==> src/rtl/toy_mem_req_adapter.sv <==
// Request-side front end for the toy single-port memory: registers requests onto the
// memory strobe interface and returns read data in order through a credit-checked FIFO.
module toy_mem_req_adapter #(
  parameter int unsigned ADDR_WIDTH = 32,
  parameter int unsigned DATA_WIDTH = 32,
  parameter int unsigned RSP_DEPTH  = 4
) (
  input  logic                  clk,
  input  logic                  rst_n,
  input  logic                  req_vld,
  output logic                  req_rdy,
  input  logic                  req_wr,
  input  logic [ADDR_WIDTH-1:0] req_addr,
  input  logic [DATA_WIDTH-1:0] req_wdata,
  output logic                  rsp_vld,
  input  logic                  rsp_rdy,
  output logic [DATA_WIDTH-1:0] rsp_rdata,
  output logic                  mem_en,
  output logic                  mem_wr_en,
  output logic [ADDR_WIDTH-1:0] mem_addr,
  output logic [DATA_WIDTH-1:0] mem_wr_data,
  input  logic [DATA_WIDTH-1:0] mem_rd_data,
  output logic                  busy
);

  localparam int unsigned PTR_W = $clog2(RSP_DEPTH);
  localparam int unsigned CNT_W = PTR_W + 1;
  localparam logic [CNT_W-1:0] DEPTH_C = CNT_W'(RSP_DEPTH);

  logic                  mem_en_q, mem_en_d;
  logic                  mem_wr_en_q, mem_wr_en_d;
  logic [ADDR_WIDTH-1:0] mem_addr_q, mem_addr_d;
  logic [DATA_WIDTH-1:0] mem_wr_data_q, mem_wr_data_d;
  logic [1:0]            rd_pipe_q, rd_pipe_d;
  logic [PTR_W-1:0]      wr_ptr_q, wr_ptr_d;
  logic [PTR_W-1:0]      rd_ptr_q, rd_ptr_d;
  logic [CNT_W-1:0]      count_q, count_d;
  logic [DATA_WIDTH-1:0] fifo_q [RSP_DEPTH];

  logic             accept;
  logic             issue_rd;
  logic             push;
  logic             pop;
  logic [CNT_W-1:0] outstanding;

  // A read stays counted from acceptance until its response is popped; once the data
  // lands in the FIFO it is carried by count_q, so rd_pipe_q[1] is not counted again.
  assign issue_rd    = mem_en_q & ~mem_wr_en_q;
  assign outstanding = CNT_W'(issue_rd) + CNT_W'(rd_pipe_q[0]) + count_q;
  assign req_rdy     = rst_n && (req_wr || (outstanding < DEPTH_C));
  assign accept      = req_vld && req_rdy;
  assign push        = rd_pipe_q[0];
  assign pop         = rsp_vld && rsp_rdy;

  always_comb begin
    mem_en_d      = accept;
    mem_wr_en_d   = accept && req_wr;
    mem_addr_d    = mem_addr_q;
    mem_wr_data_d = mem_wr_data_q;
    if (accept) begin
      mem_addr_d    = req_addr;
      mem_wr_data_d = req_wdata;
    end
  end

  always_comb begin
    rd_pipe_d = {rd_pipe_q[0], issue_rd};
    wr_ptr_d  = push ? (wr_ptr_q + PTR_W'(1)) : wr_ptr_q;
    rd_ptr_d  = pop  ? (rd_ptr_q + PTR_W'(1)) : rd_ptr_q;
    count_d   = count_q;
    if (push && !pop) begin
      count_d = count_q + CNT_W'(1);
    end else if (!push && pop) begin
      count_d = count_q - CNT_W'(1);
    end
  end

  always_ff @(posedge clk or negedge rst_n) begin
    if (!rst_n) begin
      mem_en_q      <= 1'b0;
      mem_wr_en_q   <= 1'b0;
      mem_addr_q    <= '0;
      mem_wr_data_q <= '0;
      rd_pipe_q     <= '0;
      wr_ptr_q      <= '0;
      rd_ptr_q      <= '0;
      count_q       <= '0;
    end else begin
      mem_en_q      <= mem_en_d;
      mem_wr_en_q   <= mem_wr_en_d;
      mem_addr_q    <= mem_addr_d;
      mem_wr_data_q <= mem_wr_data_d;
      rd_pipe_q     <= rd_pipe_d;
      wr_ptr_q      <= wr_ptr_d;
      rd_ptr_q      <= rd_ptr_d;
      count_q       <= count_d;
    end
  end

  // Storage is cleared on reset so the head reads as zero while empty after reset.
  always_ff @(posedge clk or negedge rst_n) begin
    if (!rst_n) begin
      for (int i = 0; i < int'(RSP_DEPTH); i++) begin
        fifo_q[i] <= '0;
      end
    end else if (push) begin
      fifo_q[wr_ptr_q] <= mem_rd_data;
    end
  end

  always_ff @(posedge clk) begin
    if (rst_n && push && !pop) begin
      assert (count_q != DEPTH_C);
    end
  end

  assign rsp_vld     = (count_q != '0);
  assign rsp_rdata   = fifo_q[rd_ptr_q];
  assign mem_en      = mem_en_q;
  assign mem_wr_en   = mem_wr_en_q;
  assign mem_addr    = mem_addr_q;
  assign mem_wr_data = mem_wr_data_q;
  assign busy        = (|rd_pipe_q) | issue_rd | (count_q != '0);

endmodule

==> config.mk <==
export PLATFORM = sky130hd
export DESIGN_NAME = toy_mem_req_adapter
export DESIGN_NICKNAME = d
export VERILOG_FILES = /design/src/rtl/toy_mem_req_adapter.sv
export SDC_FILE = /design/constraint.sdc
export NUM_CORES = 1
export LEC_CHECK = 0
export BUFFER_PORTS_ARGS = -buffer_cell sky130_fd_sc_hd__buf_2
export CORE_ASPECT_RATIO = 1.1
export CORE_MARGIN = 2
export CORE_UTILIZATION = 50
export CTS_CLUSTER_SIZE = 40
export DETAILED_ROUTE_END_ITERATION = 10
export GPL_ROUTABILITY_DRIVEN = 1
export PLACE_DENSITY = 0.75
export SLEW_MARGIN = 15
export SYNTH_ARGS = -nofsm -noshare
export SYNTH_HDL_FRONTEND = slang
export SYNTH_SLANG_ARGS = --single-unit
==> constraint.sdc <==
create_clock -name clk -period 3.1 [get_ports clk]
set_clock_uncertainty 0.2 [all_clocks]
set_input_delay 0.155 -clock clk [delete_from_list [all_inputs] [get_ports clk]]
set_output_delay 0.155 -clock clk [all_outputs]
set_load 0.01 [all_outputs]
## Word-level counts from Yosys, hierarchy flattened

Cells that the tools add are included.

| word-level totals | value |
|---|---|
| bits in registers | 203 |
| input bits | 101 |
| output and inout bits | 101 |
| word-level logic and storage cells | 49 |

| cells by class | value |
|---|---|
| $add $sub $neg | 6 |
| magnitude comparators | 4 |
| muxes and demuxes | 8 |
| bitwise logic cells | 6 |
| reductions and logical operators | 13 |

Operators by type and width:

| operator | number |
|---|---|
| $bwmux 128 | 1 |
| $mux 32 | 3 |
| $bmux 32 s2 | 1 |
| $demux 32 s2 | 1 |
| $logic_and 1x1->1 | 7 |
| $ge 3x3->1 const B | 2 |
| $mux 3 | 2 |
| $not 2->3 | 2 |
| $add 2x1->2 const B | 2 |
| $add 2x3->3 | 1 |
| $add 3x1->3 const B | 1 |
| $lt 3x1->1 const B | 1 |
| $lt 3x3->1 const B | 1 |
| $reduce_bool 3->1 | 1 |
| $sub 3x1->3 const B | 1 |
| $add 1x1->2 | 1 |
| $logic_not 1->1 | 2 |
| $or 1x1->1 | 2 |
| $reduce_bool 2->1 | 1 |
| $reduce_or 2->1 | 1 |
| $and 1x1->1 | 1 |
| $logic_or 1x1->1 | 1 |
| $not 1->1 | 1 |

## Longest topological paths before layout

| logic depth | value |
|---|---|
| depth in word-level cells | 9 |
| gate-level depth with buffers | 8 |
| mapped depth without buffers | 8 |

## Least setup slack after synthesis

OpenSTA, ideal clock, no wires.

| timing | value |
|---|---|
| path kind | register to register |
| start | reg count_q[0] |
| end | reg count_q[2] |
| setup time | 79 ps |
| data arrival time | 1985 ps |
| required time | 2821 ps |
| slack | 836 ps |
| cell stages (with the launch flop) | 9 |
| buffers on the path | 0 |
| clock period less this slack | 2264 ps |
| cells stage by stage | dfrtp_1 -> or3_1 -> nand2_1 -> ha_1 -> inv_1 -> fa_1 -> xor2_1 -> nor2_1 -> xor2_1 |

| on the way | value |
|---|---|
| longest elaborated chain between the ends | 5 |
| elaborated cells on any way between the ends | 10 |
| those cells by class | 2 x add/sub; 2 x mux; 6 x reduce/logical |

RTL lines:

| item | line | RTL |
|---|---|---|
| start: declaration | 37 | `logic [CNT_W-1:0] count_q, count_d;` |
| start signal: assignment | 96 | `count_q <= count_d;` |
| $reduce_bool 3->1 * | 117 | `assign rsp_vld = (count_q != '0);` |
| via rsp_vld | 15 | `output logic rsp_vld,` |
| $logic_and 1x1->1 * | 53 | `assign pop = rsp_vld && rsp_rdy;` |
| $logic_not 1->1 | - |  |
| $logic_and 1x1->1 | 71 | `if (push && !pop) begin` |
| $mux 3 or $reduce_bool 2->1 (tied branches) | - |  |

The timed path passes the listed nets; every way through them passes the cells marked *. The select of a mux whose other input is x is not followed.
A chain may end at the register's enable or synchronous reset.

## Worst setup path after layout

| timing | value |
|---|---|
| start | reg mem_wr_en_q, in the netlist mem_wr_en |
| end | reg mem_addr_q[19], in the netlist mem_addr[19] |

| on the way | value |
|---|---|
| longest elaborated chain between the ends | 8 |

RTL lines:

| item | line | RTL |
|---|---|---|
| start: declaration | 31 | `logic mem_wr_en_q, mem_wr_en_d;` |
| start signal: assignment | 90 | `mem_wr_en_q <= mem_wr_en_d;` |
| $not 1->1 | 48 | `assign issue_rd = mem_en_q & ~mem_wr_en_q;` |
| $and 1x1->1 | 48 |  |
| via issue_rd | 41 | `logic issue_rd;` |
| $add 1x1->2 | 49 | `assign outstanding = CNT_W'(issue_rd) + CNT_W'(rd_pipe_q[0]) + count_q;` |
| $add 2x3->3 | 49 |  |
| $lt 3x3->1 | 50 | `assign req_rdy = rst_n && (req_wr \|\| (outstanding < DEPTH_C));` |
| $logic_or 1x1->1 | 50 |  |
| $logic_and 1x1->1 | 50 |  |
| $logic_and 1x1->1 | 51 | `assign accept = req_vld && req_rdy;` |
| end signal: assignment | 91 | `mem_addr_q <= mem_addr_d;` |
| end: declaration | 32 | `logic [ADDR_WIDTH-1:0] mem_addr_q, mem_addr_d;` |

The timed path passes the listed nets, and every way through them passes these cells.

==> metrics.yaml <==
power_and_ir_drop:
  p_int_w: 0.00833
  comb_power_share: 0.381
  switching_share: 0.305
  pwr-share-seq: 0.396
  vdd_drop_max_uv: 595
  leakagePower_nw: 5.45
  pwr-share-clk: 0.223
  power.switching_w: 0.00366
  powerDensity_mw_per_mm2: 1030
  power_w: 0.0120
yosys:
  synth_simple_gate_area_frac: 0.00793
  ys_top_cells_by_count: "dfrtp_1, mux2_2, mux2_4"
  synth_top_family_by_area: "multiplexers"
  synth_edf_count: 0
  ys_ff_latch: 203
  synthMostInstantiatedCell: "dfrtp_1"
  ys_seq_area_frac: 0.585
  synthCells: 497
  ys_types: 25
  async_flop_share: 1.00
  synth_xor_area_frac: 0.00706
  synth_nets: 605
  netlist.area_leader.share: 0.585
  synth_top_area_cell: "dfrtp_1"
  avgSynthCellArea_sq_um: 17.5
  synth_fa_ha_area_frac: 0.0110
  synth_compound_area_frac: 0.00504
  synth_ff_type: "dfrtp_1"
  netlist_area_sq_mm: 0.00868
  yosys_warnings: 0
  ys_top_cells_by_area: "dfrtp_1, mux2_2, mux2_4"
  synth.area.mux_share: 0.356
clock_network:
  cts_setup_buffers: 0
  cts_tree: "built"
  cts-root-buf: "clkbuf_16"
  clk_pin_slew_ns: 0.06
  cts.sinks: 203
  htree_levels: 1
  clock_latency_ns: 0.48
  clk_path_buf_depth: 3
  cts_made_buffers: 22
worst_setup_path:
  cp_max_fo: 28
  path_buf_inv: 1
  critical_path.max_stage_delay_ns: 0.44
  worst_path_max_delay_cell: "o21ai_4"
  crit_start: "mem_wr_en"
  required_ns: 3.27
  regToRegSetupSlack_ns: 0.53
  r2r-start: "mem_wr_en"
  timing.rr.end: "mem_addr[19]"
  reg2reg_depth: 7
  startpoint_type: "flip-flop"
  criticalPathCategory: "flip-flop to flip-flop"
  crit_family: "compound AO/OA/AOI/OAI gates"
  critPathCaptureType: "flip-flop"
  cp_cell_sequence: "nor2b_1 -> ha_1 -> a21oi_4 -> mux2i_1 -> o21ai_4 -> buf_12 -> mux2_4"
  crit_arrival_ns: 2.74
timing:
  fin_crit_ns: 2.57
  hold_viol_final: 0
  fin_crit_sh: 0.828
  relSlewSlack: 0.390
  fin_setup_tns_ns: 0
  setup_viol: 0
  max_freq_mhz: 389
  fin_hold_ws_ns: 0.143
  tightest_slew_ns: 0.915
  final_max_slew_viol_count: 0
  rsz0062_at_grt: "no"
detailed_routing:
  dr.pass1.iters: 4
  postRouteAntennaNets: 0
  drtIter0Drc: 160
  vias: 5507
  routed_wl_um: 20200
  post-route-drc-count: 0
  viasPerCell: 5.20
  wire_per_inst_um: 19.1
global_routing:
  grt.overflow.total: 0
  grt_max_degree: 132
  grt_pass1_wl_um: 32300
  antenna_found_initial: 2
  first_global_vias: 6338
  grt_use_total: 0.223
job:
  drv_cap: 0
floorplan:
  design.core.area_sq_mm: 0.0170
  rows: 50
  die_w_um: 130
  start_util: 0.510
  die_h_um: 142
  die_area_sq_mm: 0.0184
  ios: 202
placed_design:
  gp_congestion: 0.745
  numPortBuffers: 201
  dp_hpwl_um: 12200
layout:
  drive_above_1_share: 0.578
  syn_to_final_growth_pct: 34.7
  layout.nets: 917
outcome:
  outcome: "complete, no violations"
worst_hold_path:
  min_path_type: "input pin to asynchronous set/reset pin"
==> routing by layer <==
layer  routed length [um]  share of wire  track usage  up-vias
li1                     -              -            -     2425
met1                 8280           0.41        0.276     2872
met2                10300           0.51        0.391      182
met3                 1330          0.066       0.0575       28
met4                  290          0.014       0.0566        0
met5                    0              0            0        -
==> sequential cells by signal (all words and copies together), names as in the netlist <==
signal and flops:
mem_wr_data 32, wr_ptr_q 2, count_q 3, fifo_q 128, rd_ptr_q 2, mem_en 1
mem_wr_en 1, rd_pipe_q 2, mem_addr 32
==> stage by stage <==
| step | cells | util | area (sq um) | setup WS, ns |
|---|---|---|---|---|
| 4_1_cts | 1058 | 0.687 | 11700 | 0.506 |
| 3_5_place_dp | 918 | 0.584 | 9930 | 0.517 |
| 3_3_place_gp | 918 | 0.584 | 9930 | 0.619 |
| 6_report | 1060 | 0.687 | 11700 | 0.532 |
| 5_1_grt | 1059 | 0.687 | 11700 | 0.408 |
| 2_1_floorplan | 497 | - | 8680 | 0.836 |
==> power groups by stage <==
stage          combinational (W)  clock (W)  sequential, W
2_1_floorplan            0.00293          0        0.00469
3_3_place_gp             0.00433          0        0.00464
3_5_place_dp             0.00450          0        0.00476
4_1_cts                  0.00460    0.00274        0.00474
5_1_grt                  0.00492    0.00285        0.00491
6_report                 0.00457    0.00268        0.00475
==> cell type report <==
type,count,area [sq um]
tap,234,293
clock inverter,8,123
inverter,6,22.5
multi-input combinational,260,3360
antenna,2,5.00
timing repair buffer,316,2180
fill,1106,5320
clock buffer,31,626
sequential,203,5080
==> repair_timing <==
action,4_1_cts,5_1_grt
hold buffers,101,0
gates resized for setup,0,0
hold endpoints to repair,400,0
==> cell usage in the layout, fill, tap and decap left out, drive strengths merged <==
cell,n
mux4,32
or3,1
nor2,3
clkbuf,32
nand2,7
dfrtp,203
xnor2,4
ha,6
mux2i,1
buf,214
mux2,193
diode,2
xor2,3
dlygate4sd3,101
fa,1
clkinvlp,3
bufinv,3
o21ai,2
a31oi,1
a21oi,1
inv,6
o21a,1
nand3,1
clkinv,2
or4,1
nor2b,2
==> logic make-up after synthesis <==
family / count (synthesis)
xor+xnor: 7
flops: 203
mux: 226
buf+inv: 34
fa+ha+maj: 7
simple gates: 15
compound gates: 5
==> how the worst max path moves through the flow <==
stage / to / slack (ns) / cells after the start
finish: mem_addr[19] / 0.53 / 7
floorplan: count_q[2] / 0.84 / 8
CTS: mem_addr[19] / 0.51 / 7
global route: mem_addr[6] / 0.41 / 7
detailed placement: mem_addr[14] / 0.52 / 7
global placement: mem_addr[19] / 0.62 / 7
==> tightest hold or removal path: stages <==
cell,delay (ns)
dlygate4sd3_1,0.54
clkbuf_8,0.16
buf_12,0.44
Note: power is estimated with default switching activity, not from simulation.
